**src/rtl/fft_frame_ctrl.sv**
```systemverilog
// fft_frame_ctrl
// Sequencing controller for the 16-point radix-2 FFT datapath.
// It collects serial real samples into 16-word frames and launches each frame.
// It captures the datapath result LAT cycles after the launch.
// It reorders the result from bit-reversed order to natural bin order.
// It then holds the result for a valid/ready consumer.
//
// Ports:
//   clk, rst_n   clock (rising edge), async active-low reset
//   fir_valid    fir_d carries a sample this cycle
//   fir_d        16-bit signed real sample
//   fft_frame    launched frame, word k = {sample k, 16'h0000}
//   fft_launch   one-cycle pulse, fft_frame is new this cycle
//   fft_result   datapath output, bit-reversed word order
//   fft_out      reordered result, bin k at [32k+31:32k]
//   fft_valid    fft_out holds an unconsumed result
//   fft_ready    downstream accepts fft_out this cycle
//   overrun      sticky, a captured result was dropped
//   busy         a launched frame is in flight
module fft_frame_ctrl #(
    parameter int LAT = 1
) (
    input  logic         clk,
    input  logic         rst_n,
    input  logic         fir_valid,
    input  logic [15:0]  fir_d,
    output logic [511:0] fft_frame,
    output logic         fft_launch,
    input  logic [511:0] fft_result,
    output logic [511:0] fft_out,
    output logic         fft_valid,
    input  logic         fft_ready,
    output logic         overrun,
    output logic         busy
);
    localparam logic [3:0] LAT_C = 4'(LAT);

    typedef enum logic {T_IDLE, T_WAIT}  trk_t;
    typedef enum logic {O_EMPTY, O_FULL} out_t;

    logic [15:0]  fill_buf [16];
    logic [3:0]   wr_cnt;
    logic [3:0]   dly_cnt;
    logic [511:0] frame_next;
    logic [511:0] reordered;
    trk_t         trk_state, trk_next;
    out_t         out_state, out_next;
    logic         accept_last, capture, transfer, load_out, drop_out;

    assign accept_last = fir_valid && (wr_cnt == 4'd15);

    // ---------------- fill buffer ----------------
    always_ff @(posedge clk or negedge rst_n) begin
        if (!rst_n) begin
            wr_cnt <= 4'd0;
            for (int i = 0; i < 16; i++) fill_buf[i] <= 16'h0000;
        end else if (fir_valid) begin
            fill_buf[wr_cnt] <= fir_d;
            wr_cnt           <= wr_cnt + 4'd1;
        end
    end

    // Slot 15 is taken straight from fir_d so the launch does not wait
    // for the buffer write of the last sample.
    always_comb begin
        frame_next = '0;
        for (int k = 0; k < 15; k++) frame_next[32*k +: 32] = {fill_buf[k], 16'h0000};
        frame_next[32*15 +: 32] = {fir_d, 16'h0000};
    end

    always_ff @(posedge clk or negedge rst_n) begin
        if (!rst_n) begin
            fft_frame  <= '0;
            fft_launch <= 1'b0;
        end else begin
            fft_launch <= accept_last;
            if (accept_last) fft_frame <= frame_next;
        end
    end

    // ---------------- in-flight tracker ----------------
    // WAIT is entered on the accepting edge.  The launch cycle therefore
    // sees dly_cnt=0, and capture falls at the end of cycle launch+LAT.
    assign capture = (trk_state == T_WAIT) && (dly_cnt == LAT_C);
    assign busy    = (trk_state == T_WAIT) || fft_launch;

    always_ff @(posedge clk or negedge rst_n) begin
        if (!rst_n) begin
            trk_state <= T_IDLE;
            dly_cnt   <= 4'd0;
        end else begin
            trk_state <= trk_next;
            if (trk_state == T_IDLE) dly_cnt <= 4'd0;
            else                     dly_cnt <= dly_cnt + 4'd1;
        end
    end

    always_comb begin
        trk_next = trk_state;
        case (trk_state)
            T_IDLE:  if (accept_last) trk_next = T_WAIT;
            T_WAIT:  if (capture)     trk_next = T_IDLE;
            default: trk_next = T_IDLE;
        endcase
    end

    // ---------------- bit-reverse reorder ----------------
    for (genvar k = 0; k < 16; k++) begin : g_rev
        localparam int R = ((k & 1) << 3) | ((k & 2) << 1) | ((k & 4) >> 1) | ((k & 8) >> 3);
        assign reordered[32*k +: 32] = fft_result[32*R +: 32];
    end

    // ---------------- output handshake ----------------
    assign fft_valid = (out_state == O_FULL);
    assign transfer  = fft_valid && fft_ready;
    // A held result is only replaced when it leaves on the same edge.
    assign load_out  = capture && ((out_state == O_EMPTY) || transfer);
    assign drop_out  = capture && (out_state == O_FULL) && !transfer;

    always_comb begin
        out_next = out_state;
        case (out_state)
            O_EMPTY: if (capture)              out_next = O_FULL;
            O_FULL:  if (transfer && !capture) out_next = O_EMPTY;
            default: out_next = O_EMPTY;
        endcase
    end

    always_ff @(posedge clk or negedge rst_n) begin
        if (!rst_n) begin
            out_state <= O_EMPTY;
            fft_out   <= '0;
            overrun   <= 1'b0;
        end else begin
            out_state <= out_next;
            if (load_out) fft_out <= reordered;
            if (drop_out) overrun <= 1'b1;
        end
    end
endmodule
```
**config.mk**
```make
export PLATFORM = sky130hd
export DESIGN_NAME = fft_frame_ctrl
export DESIGN_NICKNAME = d
export VERILOG_FILES = /design/src/rtl/fft_frame_ctrl.sv
export SDC_FILE = /design/constraint.sdc
export NUM_CORES = 1
export LEC_CHECK = 0
export CORE_AREA = 2 2 609 611
export DETAILED_ROUTE_END_ITERATION = 8
export DIE_AREA = 0 0 611 613
export GPL_TIMING_DRIVEN = 1
export PLACE_DENSITY = 0.32
export SYNTH_ARGS = -nofsm -noshare
export SYNTH_HDL_FRONTEND = slang
export SYNTH_SLANG_ARGS = --single-unit
```
**constraint.sdc**
```tcl
create_clock -name clk -period 4 [get_ports clk]
set_input_delay 0.8 -clock clk [delete_from_list [all_inputs] [get_ports clk]]
set_output_delay 0.8 -clock clk [all_outputs]
set_load 0.02 [all_outputs]
```
==> metrics.md <==
| Metric | Value |
|---|---|
| Xor/xnor cell area share of the yosys netlist | 0.109% |
| Global-route wire length before repair | 311000 um |
| Crit-path max FO | 2 |
| Slew at the pin closest to its max-slew limit | 1.07 ns |
| Crit Path Class | flip-flop to output pin |
| H-tree Lvls | 4 |
| Arr. time, crit path | 2.25 ns |
| Synth Warn # | 0 |
| Buffers on Ports | 1303 |
| Leading cell type in the layout, fill and taps excluded | clkdlybuf4s50_1 |
| Wirelength, routed | 249000 um |
| Initial antenna violation count | 228 |
| Num rows | 223 |
| Result of the run | complete, no violations |
| Number of global-route vias before repair | 27200 |
| Number of clock sinks | 1020 |
| NumNets Final | 4401 |
| Critical Path Sink Type | output pin |
| Sequential share of the synthesized area | 63.4% |
| Clock insertion delay at the later pin of the skew report | 0.85 ns |
| Number of gates resized after CTS | 0 |
| Largest net degree at the start of global routing | 104 |
| Clock period minus worst slack | 3.05 ns |
| Final worst clock skew | 0.0555 ns |
| Count of final setup violators | 0 |
| TritonCTS Buffers | 147 |
| CTS tree | yes |
| Post-detailed-route count of antenna-violating nets | 0 |
| Remaining DRCs | 0 |
| DR WL/cell | 28.2 um |
| Data required time of the critical path | 3.20 ns |
| Portion of netlist area occupied by mux cells | 28.2% |
| Vias/cell | 2.98 |
| Netlist cell types | 27 |
| Most used cells in the layout excluding fill and tap cells | clkdlybuf4s50_1 (1293), dfrtp_1 (1020), mux2_2 (961), conb_1 (256), clkbuf_16 (150) |
| Starting DRT DRC Count | 1102 |
| Slew Limit Headroom | 28.6% |
| Synthesized instance count | 2459 |
| Area overhead of the layout relative to synthesis | 56.9% |
| Cell with the largest stage delay on the worst path | clkdlybuf4s50_1 |
| Total overflow reported by the global router | 0 |
| Worst-case vdd ir drop | 0.275 mV |
| Highest Clock Rate | 328 MHz |
| Area of the core | 0.368 mm^2 |
| Max stage delay on crit path | 1.03 ns |
| Share of the cycle needed by the critical path after routing | 76.2% |
| Vert. Die Dim | 613 um |
| Hold Vio Cnt, Final | 0 |
| Buffers and inverters on the worst path | 1 |
| Post-CTS clock slew at the launch and capture registers of the worst setup and hold paths | 0.06 ns |
| Routed via count | 26400 |
| Starting utilization of the core area | 10.9% |
| Max-Cap Viols | 0 |
| Global-route usage over all layers | 12.8% |
| Sum of internal, switching and leakage power | 0.0544 W |
| Pwr per Cell Area | 862 mW/mm^2 |
| Startpoint types | flip-flop |
| Main combinational cell family by area after synthesis | multiplexers |
| Maximum number of buffers from clock root to sink | 4 |
| Die area | 0.375 mm^2 |
| Classification of the worst-slack hold path | flip-flop to flip-flop |
| Post-synthesis adder-cell area fraction | 0.187% |
| Max-slew violation count | 0 |
| CP Cell Sequence | clkdlybuf4s50_1 |
| Sequential cell area in the final layout | 0.0255 mm^2 |
| Post-Synthesis Cell Area | 0.0402 mm^2 |
| Proportion of layout cells with a drive suffix above 1 | 32.2% |
| Die span in x | 611 um |
| Multi-input gate area in the final layout | 0.0127 mm^2 |
| Setup tns final | 0 ns |
| Synth Area in Compound Gates | 0.0498% |
| Synth Area in Simple Gates | 0.613% |
| Filler instances | 40200 |
| Top-level port count | 1560 |
| Leakage power | 25.7 nW |
| Global placer's final weighted congestion | 0.839 |
| RSZ-0062 raised after global routing | false |
| Dominant delay contributor by cell family on the critical path | buffers and inverters |
| First-pass DRT Iterations | 5 |
| Clock root cell | clkbuf_16 |
| Detailed placement HPWL | 204000 um |
| Yosys reg bits | 1020 |
| Mean cell area of the mapped netlist | 16.4 um^2 |
[kinds of logic (layout without fill, tap and decap cells)]
| group | after synthesis | in the layout |
|---|---|---|
| compound gates | 3 | 3 |
| xor+xnor | 5 | 5 |
| fa+ha+maj | 6 | 6 |
| buf+inv | 382 | 1640 |
| flops | 1020 | 1020 |
| mux | 1008 | 1008 |
| other cells | 1 | 294 |
| simple gates | 34 | 34 |
[final cells by class]
cell class                 instances  share of cell area (%)
antenna                           38                   0.151
tap                             4837                    9.59
clock inverter                    41                   0.884
inverter                           4                  0.0238
timing repair buffer            1378                    22.0
clock buffer                     217                    6.80
sequential                      1020                    40.4
multi-input combinational       1312                    20.2
[registers in the layout, indices dropped and copies added (netlist names)]
| register | flops |
|---|---|
| trk_state | 1 |
| fft_valid | 1 |
| fft_launch | 1 |
| overrun | 1 |
| fft_frame | 256 |
| fill_buf | 240 |
| dly_cnt | 4 |
| wr_cnt | 4 |
| fft_out | 512 |
[final timing paths]
kind | from | to | slack [ns] | cells past startpoint
setup reg to reg | wr_cnt[3]$_DFFE_PN0P_ | fill_buf[90]$_DFFE_PN0P_ | 1.34 | 3
setup / recovery | fft_out[336]$_DFFE_PN0P_ | fft_out[336] | 0.95 | 1
hold reg to reg | fill_buf[129]$_DFFE_PN0P_ | fft_frame[241]$_DFFE_PN0P_ | 0.46 | 1
min in group asynchronous | rst_n | fft_frame[306]$_DFFE_PN0P_ | 0.58 | 2
max in group asynchronous | rst_n | fft_out[449]$_DFFE_PN0P_ | 2.23 | 4
hold / removal | fill_buf[129]$_DFFE_PN0P_ | fft_frame[241]$_DFFE_PN0P_ | 0.46 | 1
[routing by layer]
| metal | share of wire (%) | track usage [%] | vias up |
|---|---|---|---|
| met5 | 0.16 | 0 | - |
| met4 | 2.9 | 3.21 | 58 |
| met3 | 11 | 5.88 | 497 |
| met2 | 50 | 22.3 | 1268 |
| met1 | 36 | 14.1 | 13600 |
| li1 | - | - | 11000 |
[report_power, final]
part | switching, W | internal, W
sequential | 0.00314 | 0.0151
combinational | 0.0119 | 0.0107
clock | 0.00543 | 0.00805
[per-stage QoR]
step	hold WS (ns)	cells	worst slack, ns	instance area [um^2]	util [%]
finish	0.461	8847	0.953	63100	17.2
detailed placement	0.470	8550	0.640	58200	15.8
floorplan	0.457	2714	1.95	41200	-
CTS	0.452	8809	0.752	63000	17.1
global route	0.491	8823	0.817	63100	17.2
global placement	0.468	8550	0.681	58200	15.8
[repair_timing]
| item | 4_1_cts | 5_1_grt |
|---|---|---|
| hold buffers | 1 | 0 |
| setup endpoints to repair | 0 | 0 |
| endpoints found under the hold margin | 15 | 0 |
| setup buffers | 0 | 0 |
[cell usage after synthesis]
cell type     n  area [um^2]
clkbuf_1     16         60.1
mux2_1       47          529
and2_1        2         12.5
buf_1         1         3.75
or2_2         1         6.26
xnor2_1       3         26.3
inv_1         4         15.0
nor3_2        4         40.0
nor2b_1       5         31.3
buf_2        37          185
dfrtp_1    1020        25500
o21bai_1      1         7.51
nand2b_1      1         6.26
ha_1          6         75.1
nand3_2       8         80.1
nand4bb_1     1         11.3
o21a_1        1         7.51
buf_6        46          518
conb_1        1         3.75
o21ai_0       1         5.00
nand4_1       5         31.3
nand2_1       6         22.5
nand3_1       1         5.00
xor2_1        2         17.5
mux2_2      961        10800
buf_8        13          195
buf_4       265         1990
(Power assumes the default switching activity.)
